[src/rtl/ex_stage.sv]
// Execute stage: single-cycle integer ALU plus a multi-cycle unsigned shift-add multiplier.
// Optional build macro EX_OVERFLOW_EN adds a registered signed-overflow flag for ADD/SUB.
module ex_stage #(
    parameter int WIDTH = 32
) (
    input  logic             clock,
    input  logic             reset,
    input  logic             valid_in,
    input  logic [3:0]       alu_op,
    input  logic             alu_src,
    input  logic [WIDTH-1:0] data_a_in,
    input  logic [WIDTH-1:0] data_b_in,
    input  logic [WIDTH-1:0] sign_extend_in,
    output logic [WIDTH-1:0] result_out,
    output logic [WIDTH-1:0] hi_out,
    output logic             zero_out,
    output logic             valid_out,
    output logic             stall_out
`ifdef EX_OVERFLOW_EN
    ,
    output logic             overflow_out
`endif
);

    localparam int CW = (WIDTH > 1) ? $clog2(WIDTH) : 1;
    localparam logic [CW-1:0] LAST_ITER = CW'(WIDTH - 1);

    typedef enum logic [3:0] {
        OP_ADD  = 4'd0,
        OP_SUB  = 4'd1,
        OP_AND  = 4'd2,
        OP_OR   = 4'd3,
        OP_XOR  = 4'd4,
        OP_NOR  = 4'd5,
        OP_SLT  = 4'd6,
        OP_SLTU = 4'd7,
        OP_SLL  = 4'd8,
        OP_SRL  = 4'd9,
        OP_SRA  = 4'd10,
        OP_LUI  = 4'd11,
        OP_MUL  = 4'd12
    } alu_op_e;

    typedef enum logic {
        S_IDLE = 1'b0,
        S_MUL  = 1'b1
    } state_e;

    state_e state_q;
    state_e state_d;

    logic             issue_alu;
    logic             start_mul;
    logic             mul_done;

    logic [WIDTH-1:0] op_b;
    logic [4:0]       shamt;
    logic [WIDTH-1:0] sum;
    logic [WIDTH-1:0] diff;
    logic [WIDTH-1:0] alu_result;

    logic [2*WIDTH-1:0] mcand_q;
    logic [WIDTH-1:0]   mplier_q;
    logic [2*WIDTH-1:0] acc_q;
    logic [2*WIDTH-1:0] acc_next;
    logic [CW-1:0]      count_q;

    // Shifts always shift the register operand; only the amount source follows alu_src.
    assign op_b  = alu_src ? sign_extend_in : data_b_in;
    assign shamt = alu_src ? sign_extend_in[10:6] : data_a_in[4:0];
    assign sum   = data_a_in + op_b;
    assign diff  = data_a_in - op_b;

    always_comb begin
        // NOTE: every combinational output gets a default first so no path leaves it unassigned (no latch).
        alu_result = '0;
        case (alu_op)
            OP_ADD:  alu_result = sum;
            OP_SUB:  alu_result = diff;
            OP_AND:  alu_result = data_a_in & op_b;
            OP_OR:   alu_result = data_a_in | op_b;
            OP_XOR:  alu_result = data_a_in ^ op_b;
            OP_NOR:  alu_result = ~(data_a_in | op_b);
            OP_SLT:  alu_result = {{(WIDTH-1){1'b0}}, ($signed(data_a_in) < $signed(op_b))};
            OP_SLTU: alu_result = {{(WIDTH-1){1'b0}}, (data_a_in < op_b)};
            OP_SLL:  alu_result = data_b_in << shamt;
            OP_SRL:  alu_result = data_b_in >> shamt;
            OP_SRA:  alu_result = $unsigned($signed(data_b_in) >>> shamt);
            OP_LUI:  alu_result = op_b << 16;
            default: alu_result = '0;
        endcase
    end

`ifdef EX_OVERFLOW_EN
    logic alu_overflow;

    always_comb begin
        alu_overflow = 1'b0;
        if (alu_op == OP_ADD) begin
            alu_overflow = (data_a_in[WIDTH-1] == op_b[WIDTH-1]) &&
                           (sum[WIDTH-1] != data_a_in[WIDTH-1]);
        end else if (alu_op == OP_SUB) begin
            alu_overflow = (data_a_in[WIDTH-1] != op_b[WIDTH-1]) &&
                           (diff[WIDTH-1] != data_a_in[WIDTH-1]);
        end
    end
`endif

    // One shift-add step; on the final iteration this value is the full product.
    assign acc_next = mplier_q[0] ? (acc_q + mcand_q) : acc_q;

    always_ff @(posedge clock or posedge reset) begin
        if (reset) begin
            state_q <= S_IDLE;
        end else begin
            state_q <= state_d;
        end
    end

    always_comb begin
        state_d   = state_q;
        issue_alu = 1'b0;
        start_mul = 1'b0;
        mul_done  = 1'b0;
        stall_out = 1'b0;
        case (state_q)
            S_IDLE: begin
                if (valid_in) begin
                    if (alu_op == OP_MUL) begin
                        start_mul = 1'b1;
                        state_d   = S_MUL;
                    end else begin
                        issue_alu = 1'b1;
                    end
                end
            end
            S_MUL: begin
                stall_out = 1'b1;
                if (count_q == LAST_ITER) begin
                    mul_done = 1'b1;
                    state_d  = S_IDLE;
                end
            end
            default: state_d = S_IDLE;
        endcase
    end

    always_ff @(posedge clock or posedge reset) begin
        if (reset) begin
            // NOTE: multiplier working registers are reset too, so an aborted multiply leaves no residue.
            result_out <= '0;
            hi_out     <= '0;
            zero_out   <= 1'b0;
            valid_out  <= 1'b0;
            mcand_q    <= '0;
            mplier_q   <= '0;
            acc_q      <= '0;
            count_q    <= '0;
        end else begin
            // NOTE: sequential state uses non-blocking assignments so all registers update from pre-edge values.
            valid_out <= issue_alu | mul_done;

            if (issue_alu) begin
                result_out <= alu_result;
                zero_out   <= (alu_result == '0);
            end

            if (start_mul) begin
                mcand_q  <= {{WIDTH{1'b0}}, data_a_in};
                mplier_q <= op_b;
                acc_q    <= '0;
                count_q  <= '0;
            end else if (state_q == S_MUL) begin
                acc_q    <= acc_next;
                mcand_q  <= mcand_q << 1;
                mplier_q <= mplier_q >> 1;
                count_q  <= count_q + 1'b1;
            end

            if (mul_done) begin
                result_out <= acc_next[WIDTH-1:0];
                hi_out     <= acc_next[2*WIDTH-1:WIDTH];
                zero_out   <= (acc_next[WIDTH-1:0] == '0);
            end
        end
    end

`ifdef EX_OVERFLOW_EN
    always_ff @(posedge clock or posedge reset) begin
        if (reset) begin
            overflow_out <= 1'b0;
        end else if (issue_alu) begin
            overflow_out <= alu_overflow;
        end else if (mul_done) begin
            overflow_out <= 1'b0;
        end
    end
`endif

endmodule

[config.mk]
export PLATFORM = sky130hd
export DESIGN_NAME = ex_stage
export DESIGN_NICKNAME = d
export VERILOG_FILES = /design/src/rtl/ex_stage.sv
export SDC_FILE = /design/constraint.sdc
export NUM_CORES = 1
export LEC_CHECK = 0
export BUFFER_PORTS_ARGS = -buffer_cell sky130_fd_sc_hd__buf_2
export CORE_MARGIN = 2
export CORE_UTILIZATION = 55
export CTS_CLUSTER_DIAMETER = 50
export DETAILED_ROUTE_END_ITERATION = 16
export PLACE_DENSITY = 0.74
export SLEW_MARGIN = 10
export SYNTH_ARGS = -nofsm -noshare
export SYNTH_HDL_FRONTEND = slang
export SYNTH_SLANG_ARGS = --single-unit
[constraint.sdc]
create_clock -name clock -period 14.4 [get_ports clock]
set_input_delay 2.88 -clock clock [delete_from_list [all_inputs] [get_ports clock]]
set_output_delay 2.88 -clock clock [all_outputs]
set_load 0.02 [all_outputs]
; After elaboration in Yosys (flattened, before gate mapping)
; Cells that the tools add are included.
[op_classes]
n_lt_le_gt_ge = 2
eq_ne = 13
n_shift = 3
bitwise = 6
reduce_logical = 5
muxes = 27
addsub = 4
[ops]
columns = operator, n
row1 = 32-bit case mux with 12 select lines, 1
row2 = 64-bit 2-to-1 mux, 5
row3 = 32-bit 2-to-1 mux, 5
row4 = 64-bit adder, 1
row5 = 32-bit zero test, 2
row6 = 32-bit less-than comparator, 2
row7 = 32-bit adder, 1
row8 = 32-bit bitwise AND, 1
row9 = 32-bit inverter, 1
row10 = 32-bit OR, 1
row11 = 32-bit by 5-bit left shift with 32-bit output, 1
row12 = 32-bit by 5-bit right shift with 32-bit output, 1
row13 = 32-bit by 5-bit >>> shifter with 32-bit output, 1
row14 = 32-bit subtractor, 1
row15 = 32-bit XOR, 1
row16 = "4-bit equality test, second input constant", 5
row17 = "4-bit by 3-bit equality test with 1-bit output, second input constant", 4
row18 = 5-bit 2-to-1 mux, 3
row19 = 1-bit 2-to-1 mux, 12
row20 = "4-bit by 2-bit equality test with 1-bit output, second input constant", 2
row21 = "5-bit by 1-bit adder with 5-bit output, second input constant", 1
row22 = "5-bit equality test, second input constant", 1
row23 = "4-bit by 1-bit equality test with 1-bit output, second input constant", 1
row24 = 4-bit zero test, 1
row25 = 4 further kinds, 5
[word_totals]
wordCells = 69
reg_bits = 232
output_inout_bits = 67

; Longest topological paths before layout
[depth]
depth_word = 7
depth_mapped = 22

; Worst setup path after synthesis
; Ideal clock, no wire load.
[synth_timing]
path_kind = input -> register
startpoint = in alu_src
endpoint = reg zero_out
t_arrival_ns = 7.959
path_stages = 19
n_path_buf = 6
required_ns = 14.319
setup_time_ns = 0.081
path_slack_ns = 6.360
path_cell_list = buf_6 buf_4 clkbuf_1 clkbuf_1 buf_1 buf_1 mux2i_1 ha_1 o311ai_0 or2_2 o22ai_1 a21oi_1 o21ai_0 a2111oi_0 nand3_1 or4_1 nor3_2 nand4_1 o211ai_2
[synth_via]
elab_chain_len = 7
elab_cells_between_ends = 17
[synth_lines]
columns = item, line
row1 = start: declaration, 10  ; input logic alu_src,
row2 = "parallel branches: the longest is 3 deep, another holds 32-bit subtractor", n/a
row3 = 32-bit case mux with 12 select lines (*), 77  ; case (alu_op)
row4 = 32-bit zero test (*), 165  ; zero_out <= (alu_result == '0);
row5 = 1-bit 2-to-1 mux (*), 163  ; if (issue_alu) begin
row6 = 1-bit 2-to-1 mux (*), 180  ; if (mul_done) begin
row7 = end signal: assignment, 165
row8 = end signal: assignment, 183  ; zero_out <= (acc_next[WIDTH-1:0] == '0);
row9 = end: declaration, 16  ; output logic zero_out,
; Mark *: on every way between the ends. The select of a mux whose other input is x is not followed.
; A chain may end at the register's enable or synchronous reset.

; Final worst setup path
; Same ends and word-level chain as after synthesis.

==> results by group <==
CTS
  • Root buffer cell: clkbuf_16
  • CTS Buf Count: 34
  • CTS tree: done
  • Clk_lat worst skew: 560 ps
  • Hold Buf Count CTS: 0
  • Clock-pin slew on the worst setup and hold paths: 60 ps
  • Setup repair bufs after CTS: 0
  • TritonCTS Sinks: 232
  • Resized cells post-CTS: 0
  • H-tree levels: 2
  • Max clock buf depth: 3

Route
  • DRT Pass-1 Iters: 8
  • Post-DR wirelength/cell: 27.48 µm
  • Initial drt markers: 3,590
  • Via count: 25,360
  • Post-route DRC violation count: 0
  • Detail Route Antenna Nets: 0
  • DRT Wirelength: 99,740 µm
  • Via density: 6.988

Die
  • Die area: 44,670 µm²
  • Core area: 42,230 µm²
  • Row count: 75
  • Starting Density: 55.99%
  • Chip height: 211.3 µm
  • Die X: 211.3 µm
  • # IOs: 171

Final layout
  • Final #Nets: 3,340
  • Ant. Diodes: 0
  • Util after Layout: 61.08%
  • # fillers: 3,767
  • Area delta synth->final: 9.086%
  • Proportion of layout cells with a drive suffix above 1: 12.01%

Timing
  • Hold Slack: 472.2 ps
  • Fmax: 0.1188 GHz
  • Worst clock skew: 20.90 ps
  • Final slew viol count: 0
  • Tcrit/Tclk final: 58.43%
  • RSZ-0062 raised after global routing: no
  • Least-Margin Pin Slew: 1290 ps
  • Post-route minimum period: 8414 ps
  • Number of setup violations in the final report: 0
  • Setup TNS Final: 0 ps
  • Hold Vio Cnt, Final: 0
  • Slew margin rel.: 11.53%

Worst hold path
  • HP Class: reg -> reg
  • Worst Hold Depth: 2
  • WHS Endpoint: hi_out[14]
  • HP Start: hi_out[14]

Global routing
  • GR Overflow Total: 0
  • Largest net degree at the start of global routing: 107
  • Initial antenna violation count: 1
  • Number of global-route vias before repair: 24,070
  • First-pass GRT wire length: 149,900 µm
  • Global-route usage over all layers: 44.14%

Worst setup path
  • CP peak stage delay: 1120 ps
  • Worst R2R End: hi_out[28]
  • Arr. time, crit path: 8890 ps
  • Crit path max fanout: 56
  • Slowest CP cell: mux2i_1
  • Startpoint types: input pin
  • CP Capture Type: register
  • Worst path most repeated cell: o21ai_0
  • Worst Reg-to-Reg Cells: 14
  • Register-to-register setup slack: 9200 ps
  • CP Class: in -> reg
  • Critical path data required time: 14,870 ps
  • Worst r2r src: mcand_q[31]
  • Crit-path cells: buf_2 > buf_4 > mux2i_1 > ha_1 > nor2_1 > and4_1 > o21ai_0 > a31oi_1 > o22ai_1 > a21oi_1 > o21ai_0 > a2111oi_0 > nand3_1 > or4_1 > nor3_2 > nand4_1 > o211ai_2

Pwr
  • Max VDD drop: 0.0001844 V
  • PwrDens: 151.6 nW/µm²
  • Leak pwr: 11.85 nW

Yosys
  • Share of synthesized registers carrying an async set or reset: 100.0%
  • Syn avg cell area: 7.806 µm²
  • Post-Syn Nets: 3,304
  • Area leader, netlist: dfrtp_1
  • Seq/Total Area, Yosys: 24.55%
  • Yosys cell types: 92
  • Largest cells by area after synthesis: dfrtp_1 25%, ha_1 8.9%, mux2i_1 7.5%, nand2_1 6.9%, o21ai_0 6.1%
  • Share of the synthesized area in the top cell type: 24.55%
  • Cells after Synth: 3,029
  • Commonest register cell after synthesis: dfrtp_1
  • Post-Syn Area: 23,650 µm²
  • Number of flops mapped to enable cells by yosys: 0
  • Seq cells post-synth: 232
  • YS warnings: 0

Placement
  • Detailed placer's ending HPWL: 75,030 µm
  • IO Port Bufs: 170
  • Placer Congestion: 1.103

Run status
  • Status: finished clean

Flow run
  • MaxCap Viol Count: 0
## worst max-delay path by stage
stage	depth (start not counted)	slack [ps]	startpoint	to
after floorplan	1	5160	reset	acc_q[0]
after global placement	17	5750	alu_src	zero_out
after detailed placement	17	5650	alu_src	zero_out
after CTS	17	6230	alu_src	zero_out
after global routing	17	5550	alu_src	zero_out
final	17	5990	alu_src	zero_out
## stage by stage
| step | power [mW] | setup slack [ps] | instances | cell area [µm²] |
|---|---|---|---|---|
| after global placement | 2.948 | 5747 | 3568 | 24690 |
| after CTS | 3.856 | 6229 | 3629 | 25790 |
| final | 3.911 | 5986 | 3629 | 25790 |
| after floorplan | 2.422 | 5159 | 3029 | 23650 |
| after detailed placement | 3.018 | 5655 | 3568 | 24690 |
| after global routing | 4.131 | 5551 | 3629 | 25790 |
## cell usage after synthesis (all sizes together), types with 20 or more instances
master	instances
a31oi	44
nor2	223
xnor2	39
a221oi	37
nand2	436
mux2i	179
nor3	49
o21bai	21
o22ai	23
ha	168
o21a	24
a22o	22
buf	56
nand3	51
mux4	35
a211oi	27
nor2b	31
clkbuf	160
a21o	54
o211ai	37
nand4	40
a22oi	27
dfrtp	232
a21oi	265
nand2b	32
o21ai	290
mux2	20
inv	122
xor2	28
## flip-flops by register name (all words and copies together) (netlist names)
| name | cells |
|---|---|
| zero_out | 1 |
| valid_out | 1 |
| mcand_q | 64 |
| result_out | 32 |
| mplier_q | 32 |
| hi_out | 32 |
| state_q | 1 |
| count_q | 5 |
| acc_q | 64 |
## cell type report
class	instances	area [µm²]	area share [%]
Timing Repair Buffer	216	1196	4.637
Multi-Input combinational cell	2459	16540	64.13
Clock inverter	19	182.7	0.7082
Inverter	122	465.4	1.805
Tap cell	539	674.4	2.615
Clock buffer	42	920.9	3.570
Sequential cell	232	5813	22.54
## cell families after synthesis
group                      count (synthesis)  synth area share [%]
AOI/OAI and AO/OA                       1031                 27.90
xor gates and xnor gates                  67                 2.482
adders and majority gates                171                 9.144
buffers and inverters                    338                 5.805
DFF                                      232                 24.55
muxes                                    234                 11.98
and+or+nand+nor                          956                 18.13
## critical path: cells and delay by family
| kind | cells | cell delay (ps) |
|---|---|---|
| AND/OR/NAND/NOR | 6 | 1650 |
| adder cells (fa/ha/maj) | 1 | 500 |
| AO/OA/AOI/OAI | 7 | 1980 |
| buffers and inverters | 2 | 730 |
| multiplexers | 1 | 1120 |
## layout by cell type (no fill, tap or decap), drive strengths merged, types with 15 or more instances in the layout
master    n
nand2   436
o21ai   290
a21oi   265
dfrtp   232
nor2    223
buf     216
mux2i   179
ha      168
inv     129
a21o     54
nand3    51
nor3     49
a31oi    44
clkbuf   42
nand4    40
xnor2    39
a221oi   37
o211ai   37
mux4     35
nand2b   32
nor2b    31
xor2     28
a211oi   27
a22oi    27
o21a     24
o22ai    23
a22o     22
o21bai   21
mux2     20
o221ai   17
and3     17
nor4     17
a221o    15
## report_power, final
part / internal [mW] / leakage [nW] / total [mW] / switching, mW
registers: 0.885 / 3.05 / 1.12 / 0.232
logic: 0.718 / 8.27 / 1.97 / 1.25
clock network: 0.483 / 0.529 / 0.826 / 0.343
## routing by layer
| layer | track usage, % | wire (µm) | vias up |
|---|---|---|---|
| li1 | - | - | 11180 |
| met1 | 57.63 | 39290 | 12280 |
| met2 | 66.40 | 42780 | 1607 |
| met3 | 12.62 | 11800 | 293 |
| met4 | 23.14 | 5858 | 2 |
| met5 | 0 | 13 | - |
(Power assumes the default switching activity.)
